File: config.mk
export PLATFORM = sky130hd
export DESIGN_NAME = fault_confinement
export DESIGN_NICKNAME = d
export VERILOG_FILES = /design/src/rtl/can_fc_pkg.sv /design/src/rtl/boff_rcvry_cnt.sv /design/src/rtl/fault_confinement.sv
export SDC_FILE = /design/constraint.sdc
export NUM_CORES = 1
export LEC_CHECK = 0
export ABC_AREA = 1
export CORE_AREA = 2 2 73 82
export CTS_BUF_LIST = sky130_fd_sc_hd__clkbuf_8
export CTS_CLUSTER_DIAMETER = 120
export DETAILED_ROUTE_END_ITERATION = 10
export DIE_AREA = 0 0 75 84
export PLACE_DENSITY_LB_ADDON = 0.2
export SYNTH_ARGS = -nofsm -noshare
export SYNTH_HDL_FRONTEND = slang
export SYNTH_SLANG_ARGS = --single-unit
export TNS_END_PERCENT = 1
File: constraint.sdc
create_clock -name clk -period 2.37 [get_ports clk]
set_input_delay 0.237 -clock clk [delete_from_list [all_inputs] [get_ports clk]]
set_output_delay 0.237 -clock clk [all_outputs]
set_load 0.1 [all_outputs]
File: src/rtl/can_fc_pkg.sv
// Shared types and constants for the CAN fault-confinement block.
package can_fc_pkg;

  typedef enum logic [1:0] {
    ST_ACTIVE  = 2'b00,
    ST_PASSIVE = 2'b01,
    ST_BUSOFF  = 2'b10
  } err_state_t;

  localparam int TEC_INC_TX  = 8;
  localparam int REC_INC_RX  = 1;
  localparam int REC_INC_DOM = 8;
  localparam int REC_RELOAD  = 120;

  localparam int WARN_LIM   = 96;
  localparam int PSV_LIM    = 128;
  localparam int BOFF_LIM   = 256;
  localparam int RCVRY_SEQ  = 128;
  localparam int RCVRY_BITS = 11;

endpackage

File: src/rtl/boff_rcvry_cnt.sv
// Bus-off recovery: counts runs of RCVRY_BITS recessive samples and flags the
// sample that completes the RCVRY_SEQ-th run.
module boff_rcvry_cnt
  import can_fc_pkg::*;
#(
  parameter int SEQ_NUM  = RCVRY_SEQ,
  parameter int SEQ_BITS = RCVRY_BITS
) (
  input  logic clk,
  input  logic g_rst,
  input  logic en,
  input  logic smp_pls,
  input  logic sampled_bit,
  output logic seq_done
);

  logic [3:0] bit_cnt;
  logic [7:0] seq_cnt;
  logic       seq_end;

  assign seq_end  = en && smp_pls && sampled_bit && (bit_cnt == 4'(SEQ_BITS - 1));
  assign seq_done = seq_end && (seq_cnt == 8'(SEQ_NUM - 1));

  // A dominant sample restarts only the current run; completed runs are kept.
  always_ff @(posedge clk or posedge g_rst) begin
    if (g_rst) begin
      bit_cnt <= '0;
      seq_cnt <= '0;
    end else if (!en || seq_done) begin
      bit_cnt <= '0;
      seq_cnt <= '0;
    end else if (smp_pls) begin
      if (!sampled_bit) begin
        bit_cnt <= '0;
      end else if (seq_end) begin
        bit_cnt <= '0;
        seq_cnt <= seq_cnt + 8'd1;
      end else begin
        bit_cnt <= bit_cnt + 4'd1;
      end
    end
  end

endmodule

File: src/rtl/fault_confinement.sv
// TEC/REC error counters, error-active/passive/bus-off state and bus-off
// recovery for a CAN node.
module fault_confinement
  import can_fc_pkg::*;
#(
  parameter int WARN_LIM_P = WARN_LIM,
  parameter int PSV_LIM_P  = PSV_LIM,
  parameter int BOFF_LIM_P = BOFF_LIM
) (
  input  logic       clk,
  input  logic       g_rst,
  input  logic       smp_pls,
  input  logic       sampled_bit,
  input  logic       tx_role,
  input  logic       bt_err,
  input  logic       stf_err,
  input  logic       crc_err,
  input  logic       frm_err,
  input  logic       ack_err,
  input  logic       dom_aft_flg,
  input  logic       tx_success,
  input  logic       rx_success,
  output logic [8:0] tec,
  output logic [7:0] rec,
  output logic [1:0] err_state,
  output logic       err_warn,
  output logic       psv_err_flg,
  output logic       bus_off,
  output logic       rcvry_done
);

  err_state_t st_q, st_nxt;
  logic [8:0] tec_nxt;
  logic [7:0] rec_nxt;
  logic [9:0] tec_sum, rec_sum, rec_inc;
  logic       err_any, err_any_d, err_rise, ack_only_psv, in_boff;
  logic       warn_nxt, seq_done;

  assign err_any      = bt_err | stf_err | crc_err | frm_err | ack_err;
  assign err_rise     = err_any & ~err_any_d;
  assign in_boff      = (st_q == ST_BUSOFF);
  assign ack_only_psv = ack_err & ~(bt_err | stf_err | crc_err | frm_err) &
                        (st_q == ST_PASSIVE);

  boff_rcvry_cnt u_rcvry (
    .clk         (clk),
    .g_rst       (g_rst),
    .en          (bus_off),
    .smp_pls     (smp_pls),
    .sampled_bit (sampled_bit),
    .seq_done    (seq_done)
  );

  // A rising error edge swallows any success pulse of the same clk.
  always_comb begin
    tec_nxt = tec;
    rec_nxt = rec;
    tec_sum = {1'b0, tec} + 10'(TEC_INC_TX);
    rec_inc = '0;
    if (!tx_role) begin
      if (err_rise)    rec_inc = rec_inc + 10'(REC_INC_RX);
      if (dom_aft_flg) rec_inc = rec_inc + 10'(REC_INC_DOM);
    end
    rec_sum = {2'b00, rec} + rec_inc;
    if (seq_done) begin
      tec_nxt = '0;
      rec_nxt = '0;
    end else if (!in_boff) begin
      if (err_rise && tx_role && !ack_only_psv)
        tec_nxt = (tec_sum >= 10'(BOFF_LIM_P)) ? 9'(BOFF_LIM_P) : tec_sum[8:0];
      else if (!err_rise && tx_success && tec != 9'd0)
        tec_nxt = tec - 9'd1;

      if (rec_inc != 10'd0)
        rec_nxt = (rec_sum > 10'd255) ? 8'hFF : rec_sum[7:0];
      else if (!err_rise && rx_success) begin
        if (rec > 8'd127)     rec_nxt = 8'(REC_RELOAD);
        else if (rec != 8'd0) rec_nxt = rec - 8'd1;
      end
    end
  end

  always_ff @(posedge clk or posedge g_rst) begin
    if (g_rst) begin
      tec       <= '0;
      rec       <= '0;
      err_any_d <= 1'b0;
    end else begin
      tec       <= tec_nxt;
      rec       <= rec_nxt;
      err_any_d <= err_any;
    end
  end

  always_comb begin
    st_nxt = st_q;
    if (seq_done) begin
      st_nxt = ST_ACTIVE;
    end else begin
      case (st_q)
        ST_BUSOFF: st_nxt = ST_BUSOFF;
        default: begin
          if (tec >= 9'(BOFF_LIM_P))
            st_nxt = ST_BUSOFF;
          else if (tec >= 9'(PSV_LIM_P) || rec >= 8'(PSV_LIM_P))
            st_nxt = ST_PASSIVE;
          else
            st_nxt = ST_ACTIVE;
        end
      endcase
    end
    // Counters are still at their bus-off values in the recovery clk.
    warn_nxt = !seq_done && (st_nxt != ST_BUSOFF) &&
               (tec >= 9'(WARN_LIM_P) || rec >= 8'(WARN_LIM_P));
  end

  always_ff @(posedge clk or posedge g_rst) begin
    if (g_rst) begin
      st_q        <= ST_ACTIVE;
      err_warn    <= 1'b0;
      psv_err_flg <= 1'b0;
      bus_off     <= 1'b0;
      rcvry_done  <= 1'b0;
    end else begin
      st_q        <= st_nxt;
      err_warn    <= warn_nxt;
      psv_err_flg <= (st_nxt == ST_PASSIVE);
      bus_off     <= (st_nxt == ST_BUSOFF);
      rcvry_done  <= seq_done;
    end
  end

  assign err_state = st_q;

endmodule

Yosys cells after proc, flatten, opt, wreduce, memory -nomap -nowiden
Index checks and enable logic that the tools add are counted.
Widths: inputs -> output; s select.
{"block": "totals", "ff_bits": 36, "inputBits": 13, "out_inout_bits": 23}
{"block": "op_classes", "add_sub_neg": 7, "magnitude_cmp": 8, "n_eq_ne": 8, "muxes": 28, "n_bitwise": 9, "n_reduce_logical": 30}
{"cell": "$mux 8", "count": 11}
{"cell": "$mux 9", "count": 5}
{"cell": "$mux 10", "count": 3}
{"cell": "$mux 4", "count": 4}
{"cell": "$logic_and 1x1->1", "count": 11}
{"cell": "$add 10x4->10 const B", "count": 1}
{"cell": "$add 8x10->10", "count": 1}
{"cell": "$add 9x4->10 const B", "count": 1}
{"cell": "$ge 10x9->1 const B", "count": 1}
{"cell": "$gt 10x8->1 const B", "count": 1}
{"cell": "$reduce_bool 10->1", "count": 1}
{"cell": "$ge 9x7->1 const B", "count": 1}
{"cell": "$ge 9x8->1 const B", "count": 1}
{"cell": "$ge 9x9->1 const B", "count": 1}
{"cell": "$reduce_bool 9->1", "count": 1}
{"cell": "$sub 9x1->9 const B", "count": 1}
{"cell": "$add 8x1->8 const B", "count": 1}
{"cell": "$eq 8x7->1 const B", "count": 1}
{"cell": "$ge 8x7->1 const B", "count": 1}
{"cell": "$ge 8x8->1 const B", "count": 1}
{"cell": "$gt 8x7->1 const B", "count": 1}
{"cell": "$reduce_bool 8->1", "count": 1}
{"cell": "$sub 8x1->8 const B", "count": 1}
{"cell": "$mux 2", "count": 3}
{"cell": "17 further kinds", "count": 35}

Depth between registers and ports, before layout
{"block": "depth", "word_depth": 16, "ltp_mapped": 14}

Modules after synthesis
A second synthesis with hierarchy kept.
{"block": "unflattened", "hier_cells": 410, "hier_area_um2": 2846.5}
{"mod": "fault_confinement", "instances": 1, "cells_each": 296, "area_each_um2": 2038.2, "seq_area_each_um2": 600.6}
{"mod": "boff_rcvry_cnt", "instances": 1, "cells_each": 114, "area_each_um2": 808.3, "seq_area_each_um2": 300.3}

Worst setup path before layout
Ideal clock, no wire load.
{"block": "synth_timing", "path_type": "reg2reg", "start": "register rec[0]", "end": "register rec[4]", "arrival_time_ps": 2134, "required_ps": 2287, "path_slack_ps": 154, "stages_incl_launch_ff": 9, "n_path_buf": 0, "period_less_slack_ps": 2216, "cell_sequence": "dfrtp_1 -> ha_1 -> ha_1 -> nand3_1 -> nand2_1 -> nand4_1 -> nand3_1 -> o21ai_0 -> o21ai_0"}
{"block": "synth_between", "elab_chain_len": 7, "elab_cells_between_ends": 14}
{"element": "start, declared", "line_no": "fault_confinement.sv:24", "rtl": "output logic [7:0] rec,"}
{"element": "start signal, assigned", "line_no": "fault_confinement.sv:90", "rtl": "rec <= rec_nxt;"}
{"element": "parallel branches: the longest is 7 deep, another holds $add 8x10->10"}
Parallel ways; which one is timed is not known. The select of a mux whose other input is x is not followed.
A chain may end at the register's enable or synchronous reset.

Final worst setup path
{"block": "layout_timing", "start": "input port stf_err", "end": "register rec[4]"}
{"block": "layout_between", "elab_chain_len": 16, "elab_cells_between_ends": 22}
{"element": "start, declared", "line_no": "fault_confinement.sv:16", "rtl": "input logic stf_err,"}
{"element": "$or 1x1->1 * (4 in a row)", "line_no": "fault_confinement.sv:39", "rtl": "assign err_any = bt_err | stf_err | crc_err | frm_err | ack_err;"}
{"element": "net err_any", "line_no": "fault_confinement.sv:36", "rtl": "logic err_any, err_any_d, err_rise, ack_only_psv, in_boff;"}
{"element": "$and 1x1->1 *", "line_no": "fault_confinement.sv:40", "rtl": "assign err_rise = err_any & ~err_any_d;"}
{"element": "$mux 1", "line_no": "fault_confinement.sv:61", "rtl": "if (err_rise) rec_inc = rec_inc + 10'(REC_INC_RX);"}
{"element": "$mux 10", "line_no": "fault_confinement.sv:60", "rtl": "if (!tx_role) begin"}
{"element": "$add 10x4->10", "line_no": "fault_confinement.sv:62", "rtl": "if (dom_aft_flg) rec_inc = rec_inc + 10'(REC_INC_DOM);"}
{"element": "$mux 10", "line_no": "fault_confinement.sv:62"}
{"element": "$mux 10", "line_no": "fault_confinement.sv:60"}
{"element": "$add 8x10->10", "line_no": "fault_confinement.sv:64", "rtl": "rec_sum = {2'b00, rec} + rec_inc;"}
{"element": "$gt 10x8->1", "line_no": "fault_confinement.sv:75", "rtl": "rec_nxt = (rec_sum > 10'd255) ? 8'hFF : rec_sum[7:0];"}
{"element": "$mux 8", "line_no": "fault_confinement.sv:75"}
{"element": "$mux 8", "line_no": "fault_confinement.sv:74", "rtl": "if (rec_inc != 10'd0)"}
{"element": "$mux 8", "line_no": "fault_confinement.sv:68", "rtl": "end else if (!in_boff) begin"}
{"element": "$mux 8", "line_no": "fault_confinement.sv:65", "rtl": "if (seq_done) begin"}
The timed path passes the listed nets; every way through them passes the cells marked *. The select of a mux whose other input is x is not followed.

==> metrics.cfg <==
[floorplan]
start_util = 0.478
rows = 29
die_x_um = 75
dieHeight_um = 84
ios = 36
coreArea_mm2 = 0.00555
die_area_mm2 = 0.00630

[pwr]
seq_power_share = 0.491
power_mw = 1.33
cellPowerDensity_mw_per_mm2 = 428
sw_frac_of_total = 0.297
clkPwrFrac = 0.352
p_int_mw = 0.936
power.leakage_nw = 1.66
peakVddDrop_v = 0.000300
p_switching_mw = 0.396
combPwrFrac = 0.157

[drt]
drc = 0
wl_met3_um = 339
totalWireLength_mm = 6.24
routed_via_density = 5.14
drt_iter0_drc = 200
dr.max_layer_used = met4
first_pass_iters = 5
wl_met1_mm = 2.81
wl_per_cell_um = 12.5
met2WireLength_mm = 3.02
vias = 2564
route.antenna.remaining_nets = 0

[cells_and_area]
layout.nets = 446
drive_above_1_share = 0.142
antenna_cells = 0
final_core_util = 0.561
fin_cells = 499
area_growth_pct = 17.4
final_area_mm2 = 0.00311

[clocking]
hold_buffers = 0
clkLatencyLatePin_ns = 0.29
clockBufferDepth = 2
htreeDepth = 2
clk_transition_reported_paths_ns = 0.08
cts_setup_buffers = 0
cts-root-buf = clkbuf_8
cts_tree = built
cts_buffers = 5
ctsResizeCount = 0
cts_num_sinks = 36

[setup_path]
cp.required_ns = 2.59
critPathKind = in2reg
startpoint_type = input pin
crit_chain = clkdlybuf4s50_1 > nor2_1 > nand3_2 > nand3_1 > inv_1 > ha_1 > ha_1 > nand3_1 > nand2_1 > buf_4 > xor2_1 > nand3_1 > o21ai_0 > o21ai_0
end_kind = flop
r2r_cells = 9
path_max_fanout = 3
r2r_slack_ns = 0.45
crit_top_cell = nand3_1
crit_slowest_cell = clkdlybuf4s50_1
crit_arrival_ns = 2.21
max_stage_delay_ns = 0.43

[timing]
setup_tns_ns = 0
slew_headroom = 0.685
period_share = 0.843
rsz0062_at_grt = no
fin_crit_ns = 2.00
finalSetupViolCount = 0
drv_slew = 0
worstMarginPinSlew_ns = 0.472
fmax_mhz = 501
hold_viol = 0
postLayoutSetupSlackWorst_ns = 0.372
finClkSkew_ns = 0.00396
holdWs_ns = 0.351

[yosys]
async_flop_share = 1.00
yosysTopAreaCell = dfrtp_1
syn_avg_cell_area_um2 = 6.94
ys_seq_area_frac = 0.340
syn_area_mm2 = 0.00265
synth_area_leaders = dfrtp_1 (34%), nand2_1 (15%), nand3_1 (8.1%), inv_1 (6.5%), nor2_1 (6.1%)
yosysWarningCount = 0
synth_ff_type = dfrtp_1
ys_ff_latch = 36
synth_fp_nets = 407
synth_cell_types = 32
synth_cells = 382
synth_top_area_share = 0.340
synth_edf_count = 0

[min_path]
hp-class = in2async

[place]
placed_cells = 491
routabilityCongestion = 0.958
dp_hpwl_mm = 4.71
dpl_cell_area_mm2 = 0.00302
io_buffers = 35
place_ws_ns = 0.0758

[run]
drv_cap = 0

[grt]
grt_start_max_net_pins = 37
grt_overflow = 0
antenna_found_initial = 0
grt_util_all_layers = 0.220
first_global_vias = 2399
grt_pass1_wl_mm = 10.9

[status]
status = finished clean

[state kept, by name, summed over array words and instances, names as in the netlist]
| name | count |
|---|---|
| bus_off | 1 |
| err_any_d | 1 |
| err_state | 2 |
| err_warn | 1 |
| psv_err_flg | 1 |
| rcvry_done | 1 |
| rec | 8 |
| tec | 9 |
| u_rcvry.bit_cnt | 4 |
| u_rcvry.seq_cnt | 8 |
[area by class of cell]
cell class,count,area (um^2)
timing repair buffer,40,330
inverter,50,188
clock buffer,6,82.6
multi-input combinational,288,1500
tap,77,96.3
fill,535,2440
clock inverter,2,11.3
sequential,36,901
[per-layer routing]
metal / global-route usage / vias up
met3: 0.0374 / 9
met4: 0.0536 / 0
met5: 0 / -
met2: 0.358 / 63
met1: 0.299 / 1188
li1: - / 1304
[cells in the final DEF (no fill, tap or decap)]
master / count
o21ai_2: 2
and2_1: 1
nand3_1: 43
inv_1: 47
clkdlybuf4s50_1: 12
a21oi_1: 7
mux2i_1: 1
o21ai_1: 6
nor3_1: 3
nand2_2: 4
nand2_1: 104
clkinvlp_4: 1
nor2_4: 2
xnor2_1: 1
clkbuf_8: 6
a21boi_1: 1
nor4_1: 1
nand4_2: 1
nand3_2: 6
xor2_1: 11
nor2_2: 5
o22ai_1: 2
nand4_1: 9
inv_2: 4
nand3b_1: 3
o21ai_0: 17
a41oi_1: 1
dfrtp_1: 36
buf_4: 28
ha_1: 12
a31oi_1: 1
nor3_2: 1
nor2_1: 43
[worst max-delay path: cells and delay by family]
kind                     cells  cell delay [ns]
AND/OR/NAND/NOR              6             0.59
buffers and inverters        3             0.63
AO/OA/AOI/OAI                2             0.23
XOR/XNOR                     1             0.14
adder cells (fa/ha/maj)      2             0.39
[power by group through the flow]
stage / Clock (mW) / Sequential (mW) / Combinational, mW
finish: 0.469 / 0.654 / 0.209
global route: 0.501 / 0.657 / 0.237
CTS: 0.478 / 0.654 / 0.211
detailed placement: 0 / 0.666 / 0.210
global placement: 0 / 0.666 / 0.208
floorplan: 0 / 0.699 / 0.116
[cell usage after synthesis (4+ instances only)]
cell	n
inv_1	46
a21oi_1	7
nand3_1	43
inv_2	4
ha_1	12
dfrtp_1	36
nand2_2	4
o21ai_0	17
nand2_1	104
nor2_1	43
nor2_2	5
nand3_2	6
xor2_1	11
nand4_1	9
o21ai_1	6
[final timing paths]
| kind | start | endpoint |
|---|---|---|
| worst max-delay path | stf_err | rec[4] |
| worst min-delay path | g_rst | u_rcvry.seq_cnt[1] |
| worst max register to register | u_rcvry.bit_cnt[0] | rec[0] |
| worst min register to register | u_rcvry.seq_cnt[1] | u_rcvry.seq_cnt[1] |
| max in group asynchronous | g_rst | rec[0] |
| min in group clk | u_rcvry.seq_cnt[1] | u_rcvry.seq_cnt[1] |
[cell families (layout without fill, tap and decap cells)]
logic type | after synthesis | count (layout) | synth area share
fa+ha+maj | 12 | 12 | 0.0566
simple gates | 226 | 226 | 0.390
mux | 1 | 1 | 0.00378
compound gates | 37 | 37 | 0.0765
flops | 36 | 36 | 0.340
xor+xnor | 12 | 12 | 0.0396
buf+inv | 58 | 98 | 0.0934
(Power assumes the default switching activity.)
